### src/rtl/array_op_sequencer.sv
// Clocked initiator for the combinational multiply/divide array: registers operands onto the
// array, waits a counted settle interval, then returns the result on a valid/ready handshake.
module array_op_sequencer #(
  parameter int unsigned NO_ROWS       = 10,
  parameter int unsigned NO_BITS_DIV   = 5,
  parameter int unsigned SETTLE_CYCLES = 4
) (
  input  logic                           CLK,
  input  logic                           RST,
  input  logic                           REQ_VALID,
  output logic                           REQ_READY,
  input  logic                           REQ_MUL_BAR,
  input  logic [NO_ROWS-1:0]             REQ_Y,
  input  logic [NO_BITS_DIV-1:0]         REQ_X,
  output logic [NO_ROWS-1:0]             ARR_Y,
  output logic [NO_BITS_DIV-1:0]         ARR_X,
  output logic                           ARR_MUL_BAR,
  input  logic [NO_ROWS+NO_BITS_DIV-2:0] ARR_REM_MUL_OUT,
  input  logic [NO_ROWS-1:0]             ARR_Q,
  output logic                           RSP_VALID,
  input  logic                           RSP_READY,
  output logic                           RSP_MUL_BAR,
  output logic [NO_ROWS+NO_BITS_DIV-2:0] RSP_REM_MUL_OUT,
  output logic [NO_ROWS-1:0]             RSP_Q,
  output logic                           RSP_DIV0,
  output logic                           BUSY
);

  localparam logic [1:0] StIdle   = 2'd0;
  localparam logic [1:0] StSettle = 2'd1;
  localparam logic [1:0] StResp   = 2'd2;

  localparam logic [7:0] CntLoad = 8'(SETTLE_CYCLES - 1);

  logic [1:0]                     r_state;
  logic [7:0]                     r_cnt;
  logic                           r_div0;
  logic [NO_ROWS-1:0]             r_arr_y;
  logic [NO_BITS_DIV-1:0]         r_arr_x;
  logic                           r_arr_mul_bar;
  logic                           r_rsp_mul_bar;
  logic [NO_ROWS+NO_BITS_DIV-2:0] r_rsp_rem_mul;
  logic [NO_ROWS-1:0]             r_rsp_q;
  logic                           r_rsp_div0;

  logic w_accept;

  assign w_accept = REQ_VALID && (r_state == StIdle);

  always_ff @(posedge CLK) begin
    if (RST) begin
      r_state       <= StIdle;
      r_cnt         <= 8'd0;
      r_div0        <= 1'b0;
      r_arr_y       <= '0;
      r_arr_x       <= '0;
      r_arr_mul_bar <= 1'b0;
      r_rsp_mul_bar <= 1'b0;
      r_rsp_rem_mul <= '0;
      r_rsp_q       <= '0;
      r_rsp_div0    <= 1'b0;
    end else begin
      case (r_state)
        StIdle: begin
          // Array inputs only move on accept so the array outputs stay quiet while idle.
          if (w_accept) begin
            r_arr_y       <= REQ_Y;
            r_arr_x       <= REQ_X;
            r_arr_mul_bar <= REQ_MUL_BAR;
            r_div0        <= REQ_MUL_BAR && (REQ_X == '0);
            r_cnt         <= CntLoad;
            r_state       <= StSettle;
          end
        end
        StSettle: begin
          if (r_cnt == 8'd0) begin
            r_rsp_rem_mul <= ARR_REM_MUL_OUT;
            r_rsp_q       <= r_arr_mul_bar ? ARR_Q : '0;
            r_rsp_mul_bar <= r_arr_mul_bar;
            r_rsp_div0    <= r_div0;
            r_state       <= StResp;
          end else begin
            r_cnt <= r_cnt - 8'd1;
          end
        end
        StResp: begin
          if (RSP_READY) begin
            r_state <= StIdle;
          end
        end
        default: r_state <= StIdle;
      endcase
    end
  end

  assign REQ_READY       = (r_state == StIdle);
  assign BUSY            = (r_state != StIdle);
  assign RSP_VALID       = (r_state == StResp);
  assign ARR_Y           = r_arr_y;
  assign ARR_X           = r_arr_x;
  assign ARR_MUL_BAR     = r_arr_mul_bar;
  assign RSP_MUL_BAR     = r_rsp_mul_bar;
  assign RSP_REM_MUL_OUT = r_rsp_rem_mul;
  assign RSP_Q           = r_rsp_q;
  assign RSP_DIV0        = r_rsp_div0;

endmodule

### config.mk
export PLATFORM = sky130hd
export DESIGN_NAME = array_op_sequencer
export DESIGN_NICKNAME = d
export VERILOG_FILES = /design/src/rtl/array_op_sequencer.sv
export SDC_FILE = /design/constraint.sdc
export NUM_CORES = 1
export LEC_CHECK = 0
export CORE_ASPECT_RATIO = 0.75
export CORE_MARGIN = 2
export CORE_UTILIZATION = 41
export CTS_CLUSTER_DIAMETER = 60
export DETAILED_ROUTE_END_ITERATION = 10
export HOLD_SLACK_MARGIN = 0.02
export PLACE_DENSITY = 0.78
export RECOVER_POWER = 25
export SYNTH_ARGS = -nofsm -noshare
export SYNTH_HDL_FRONTEND = slang
export SYNTH_SLANG_ARGS = --single-unit
### constraint.sdc
create_clock -name CLK -period 2.3 [get_ports CLK]
set_input_delay 0.46 -clock CLK [delete_from_list [all_inputs] [get_ports CLK]]
set_output_delay 0.46 -clock CLK [all_outputs]
set_load 0.02 [all_outputs]
* Yosys cells after proc, flatten, opt, wreduce, memory -nomap -nowiden *
Cells that the tools add are included.

word-level totals
  flip-flop bits (word level) = 53
  latch bits = 0
  memory bits (writable) = 0
  memory bits (read-only) = 0
  bits of input ports = 44
  output and inout bits = 45
  word-level logic and storage cells = 36
  memories = 0

cells by class
  add/sub/neg operators = 1
  multipliers = 0
  divide/modulo/power cells = 0
  magnitude comparators = 0
  eq/ne operators = 6
  shifts and indexed selects = 0
  multiplexer cells = 8
  bitwise operators = 0
  reductions and logical operators = 11

operators by type and width
  operator                                                                 number
  8-bit two-way mux                                                        2
  8-bit case mux with 2 select lines                                       1
  10-bit two-way mux                                                       1
  8-bit logical NOT                                                        1
  8-bit by 1-bit subtractor with 8-bit output, second input constant       1
  2-bit two-way mux                                                        3
  2-bit case mux with 3 select lines                                       1
  3-bit AND reduction                                                      2
  5-bit logical NOT                                                        1
  2-bit by 1-bit inequality test with 1-bit output, second input constant  2
  2-bit inequality test, second input constant                             2
  2-bit AND reduction                                                      2
  2-bit nonzero test                                                       2
  2-bit by 1-bit equality test with 1-bit output, second input constant    1
  2-bit equality test, second input constant                               1
  1-bit logical AND                                                        2
  2-bit logical NOT                                                        1

* Logic depth before layout (Yosys ltp) *
  word-level depth = 4
  depth in mapped cells = 8
  mapped depth without buffers = 6

* Least setup slack after synthesis *
OpenSTA, ideal clock, no wires.

  kind = reg2reg
  from = register r_cnt[0]
  to = register r_cnt[4]
  library setup time = 118 ps
  data arrival time = 1,585 ps
  setup slack = 597 ps
  stages on the path, launching flop included = 7
  path through = dfxtp_1 -> inv_1 -> ha_1 -> and4bb_2 -> a21o_1 -> or4_1 -> mux2i_1

on the way
  longest elaborated chain between the ends = 3
  elaborated cells between the ends (all ways) = 6
  those cells by class = add/sub: 1; eq/ne: 1; mux: 2; reduce/logical: 2

ends and longest elaborated chain
  element                                                                           RTL line  source
  start: declaration                                                                36        logic [7:0] r_cnt;
  start signal: assignment                                                          71        r_cnt <= CntLoad;
  start signal: assignment                                                          83        r_cnt <= r_cnt - 8'd1;
  8-bit by 1-bit subtractor with 8-bit output or 8-bit logical NOT (tied branches)  83, 76
  8-bit two-way mux or 2-bit inequality test (tied branches)                        n/a
  8-bit case mux with 2 select lines or 3-bit AND reduction (tied branches)         n/a

Several ways; a longest one is shown, not always the timed one. The select of a mux whose other input is x is not followed.
A chain may end at the register's enable or synchronous reset.

* Final worst setup path *
  from = register r_state[1]
  to = output port RSP_VALID

on the way
  longest elaborated chain between the ends = 1

ends and longest elaborated chain
  element                   RTL line  source
  start: declaration        35        logic [1:0] r_state;
  start signal: assignment  52        r_state <= StIdle;
  start signal: assignment  72        r_state <= StSettle;
  start signal: assignment  81        r_state <= StResp;
  2-bit equality test       98        assign RSP_VALID = (r_state == StResp);
  end: declaration          20        output logic RSP_VALID,

No other way between the ends.

==> impl_metrics.env <==
export IMPL_num_vias=1937
export IMPL_cts_setup_buffers=0
export IMPL_grt_first_pass_wirelength_um=8220
export IMPL_netlist_area_mm2=0.00204
export IMPL_place_hpwl_um=3480
export IMPL_synth_top_area_cell="dfxtp_1"
export IMPL_nets=381
export IMPL_post_drt_via_cell_ratio=4.89
export IMPL_io_pins=89
export IMPL_critPathCaptureType="output port"
export IMPL_gr_total_overflow=0
export IMPL_path_clk_slew_ns=0.09
export IMPL_finalMaxSlewViolations=0
export IMPL_synth_seq_cells=53
export IMPL_power_density_mw_per_mm2=810
export IMPL_drc_errors=0
export IMPL_area_growth_syn_to_layout_pct=49.4
export IMPL_routedWlPerCell_um=12.5
export IMPL_fin_skew_ns=0.00374
export IMPL_period_minus_slack_ns=1.99
export IMPL_rsz0062_at_grt="false"
export IMPL_ys_flop_type="dfxtp_1"
export IMPL_clock_latency_ns=0.30
export IMPL_ant_nets=0
export IMPL_clock_fmax_mhz=503
export IMPL_dieArea_mm2=0.00557
export IMPL_critPathBufInv=1
export IMPL_crit_path_max_incr_delay_ns=0.62
export IMPL_crit_fanout=5
export IMPL_pre_cts_slack_ns=0.310
export IMPL_io_buffers=88
export IMPL_diodes=0
export IMPL_grt_max_degree=29
export IMPL_postCtsHoldBufs=0
export IMPL_hold_path_class="register to register"
export IMPL_syn_inst=248
export IMPL_cts_root_buffer="clkbuf_8"
export IMPL_seqCellArea_mm2=0.00106
export IMPL_setup_viol=0
export IMPL_core_area_mm2=0.00484
export IMPL_grt_use_total_pct=18.4
export IMPL_yosys_warnings=0
export IMPL_synth_edf_count=0
export IMPL_arrival_ns=1.53
export IMPL_crit_slowest_cell="clkdlybuf4s50_1"
export IMPL_relSlewSlack_pct=45.6
export IMPL_h_tree_depth=2
export IMPL_tightest_slew_ns=0.817
export IMPL_async_flop_share_pct=0
export IMPL_p_leak_nw=1.11
export IMPL_drive_gt1_share_pct=4.76
export IMPL_max_cap_violations=0
export IMPL_required_ns=1.84
export IMPL_placedInstanceArea_mm2=0.00298
export IMPL_synth_top_area_share_pct=51.9
export IMPL_antenna_found_initial=0
export IMPL_grt_pass1_vias=1838
export IMPL_criticalPathCategory="register to output port"
export IMPL_die_h_um=65.2
export IMPL_die_w_um=85.5
export IMPL_cts_tree="done"
export IMPL_drt_total_wl_um=4960
export IMPL_layout_setup_ws_ns=0.313
export IMPL_firstDrtPassIters=4
export IMPL_met2WireLength_um=2170
export IMPL_r2r_slack_ns=0.47
export IMPL_clock_sinks=53
export IMPL_fillCellCount=436
export IMPL_finalCritPeriodShare_pct=86.4
export IMPL_wl_met1_um=2300
export IMPL_critical_path_cell_chain="nor2b_1 > clkdlybuf4s50_1"
export IMPL_finalWeightedCongestion=0.744
export IMPL_fin_cells=396
export IMPL_cts_buffer_depth=2
export IMPL_final_util_pct=63.0
export IMPL_dp_cells=388
export IMPL_finalHoldViolCount=0
export IMPL_multi_input_area_um2=903
export IMPL_final_area_mm2=0.00305
export IMPL_synth_area_leaders="dfxtp_1, nand2_1, a21oi_1, nand3_1, clkbuf_1"
export IMPL_rows=22
export IMPL_total_power_mw=2.47
export IMPL_ys_seq_area_share_pct=51.9
export IMPL_finalSetupTns_ns=0
export IMPL_ys_top_cells_by_count="nand2_1, dfxtp_1, a21oi_1, nand3_1, clkbuf_1"
export IMPL_vdd_drop_max_v=0.000466
export IMPL_wl_met3_um=462
export IMPL_drt_iter0_markers=120
export IMPL_highest_layer="met4"
export IMPL_synth_nets=294
export IMPL_synth_area_per_cell_um2=8.24
export IMPL_start_util_pct=42.2
export IMPL_synth_cell_types=32
export IMPL_hold_ws_ns=0.453
export IMPL_crit_path_start_kind="register"
export IMPL_synthMostInstantiatedCell="nand2_1"
export IMPL_cts_buffers=5
export IMPL_status="finished clean"
export IMPL_cts_resized=0
export IMPL_critPathTopFamily="buffers and inverters"
-- area by class of cell --
class                   instances  share of cell area, %
inverters                       4                  0.492
repair buffers                 94                   30.0
clock inverters                 2                  0.328
clock buffers                   6                   2.38
flip-flops and latches         53                   34.7
multi-input cells             177                   29.6
well taps                      60                   2.46
-- worst min-delay path, cell delays in order (launching register included) --
cell     delay, ns
dfxtp_1       0.32
nand2_1       0.05
a21oi_1       0.05
-- state kept, by name, indices dropped and copies added, names as in the netlist --
register	flops
ARR_Y	10
RSP_Q	10
r_state	2
ARR_X	5
r_div0	1
ARR_MUL_BAR	1
RSP_DIV0	1
RSP_REM_MUL_OUT	14
RSP_MUL_BAR	1
r_cnt	8
-- per-layer routing --
layer	global-route usage (%)	vias to the layer above
li1	-	1012
met1	22.9	848
met2	30.2	73
met3	6.16	4
met4	5.95	0
met5	0	-
-- report_power, final --
| part | leakage, nW | internal, mW | switching [mW] |
|---|---|---|---|
| clock network | 0.0450 | 0.212 | 0.289 |
| registers | 0.432 | 1.03 | 0.0886 |
| logic | 0.633 | 0.386 | 0.469 |
| total | 1.11 | 1.63 | 0.846 |
-- layout by cell type, fill, tap and decap left out, types with 2 or more instances in the layout --
master and count:
clkdlybuf4s50_1 86, ha_1 2, or3_1 5, mux2i_1 2, nand3_1 11, o41ai_1 2, dfxtp_1 53, nand2_1 80
o311ai_0 2, a21oi_1 46, nor4_1 2, a211oi_1 2, clkinv_2 2, clkbuf_8 5, nand2b_1 3, nand4b_1 2
buf_4 5, clkbuf_1 2, nor2_1 4, inv_1 4
-- cells by family after synthesis --
group	Yosys count	synth area share (%)
adder cells (fa/ha/maj)	2	1.22
multiplexers	2	0.979
AND/OR/NAND/NOR	116	26.1
AO/OA/AOI/OAI	57	15.6
buffers and inverters	18	4.16
flip-flops	53	51.9
-- worst paths after layout --
check	from	endpoint	depth (start not counted)
hold / removal	RSP_Q[1]$_SDFFE_PP0P_	RSP_Q[1]$_SDFFE_PP0P_	2
setup reg to reg	r_cnt[0]$_SDFFE_PP0P_	r_cnt[4]$_SDFFE_PP0P_	6
setup / recovery	r_state[1]$_SDFFE_PP0P_	RSP_VALID	2
hold reg to reg	RSP_Q[1]$_SDFFE_PP0P_	RSP_Q[1]$_SDFFE_PP0P_	2
No activity file was read; power rests on OpenSTA's default activity.
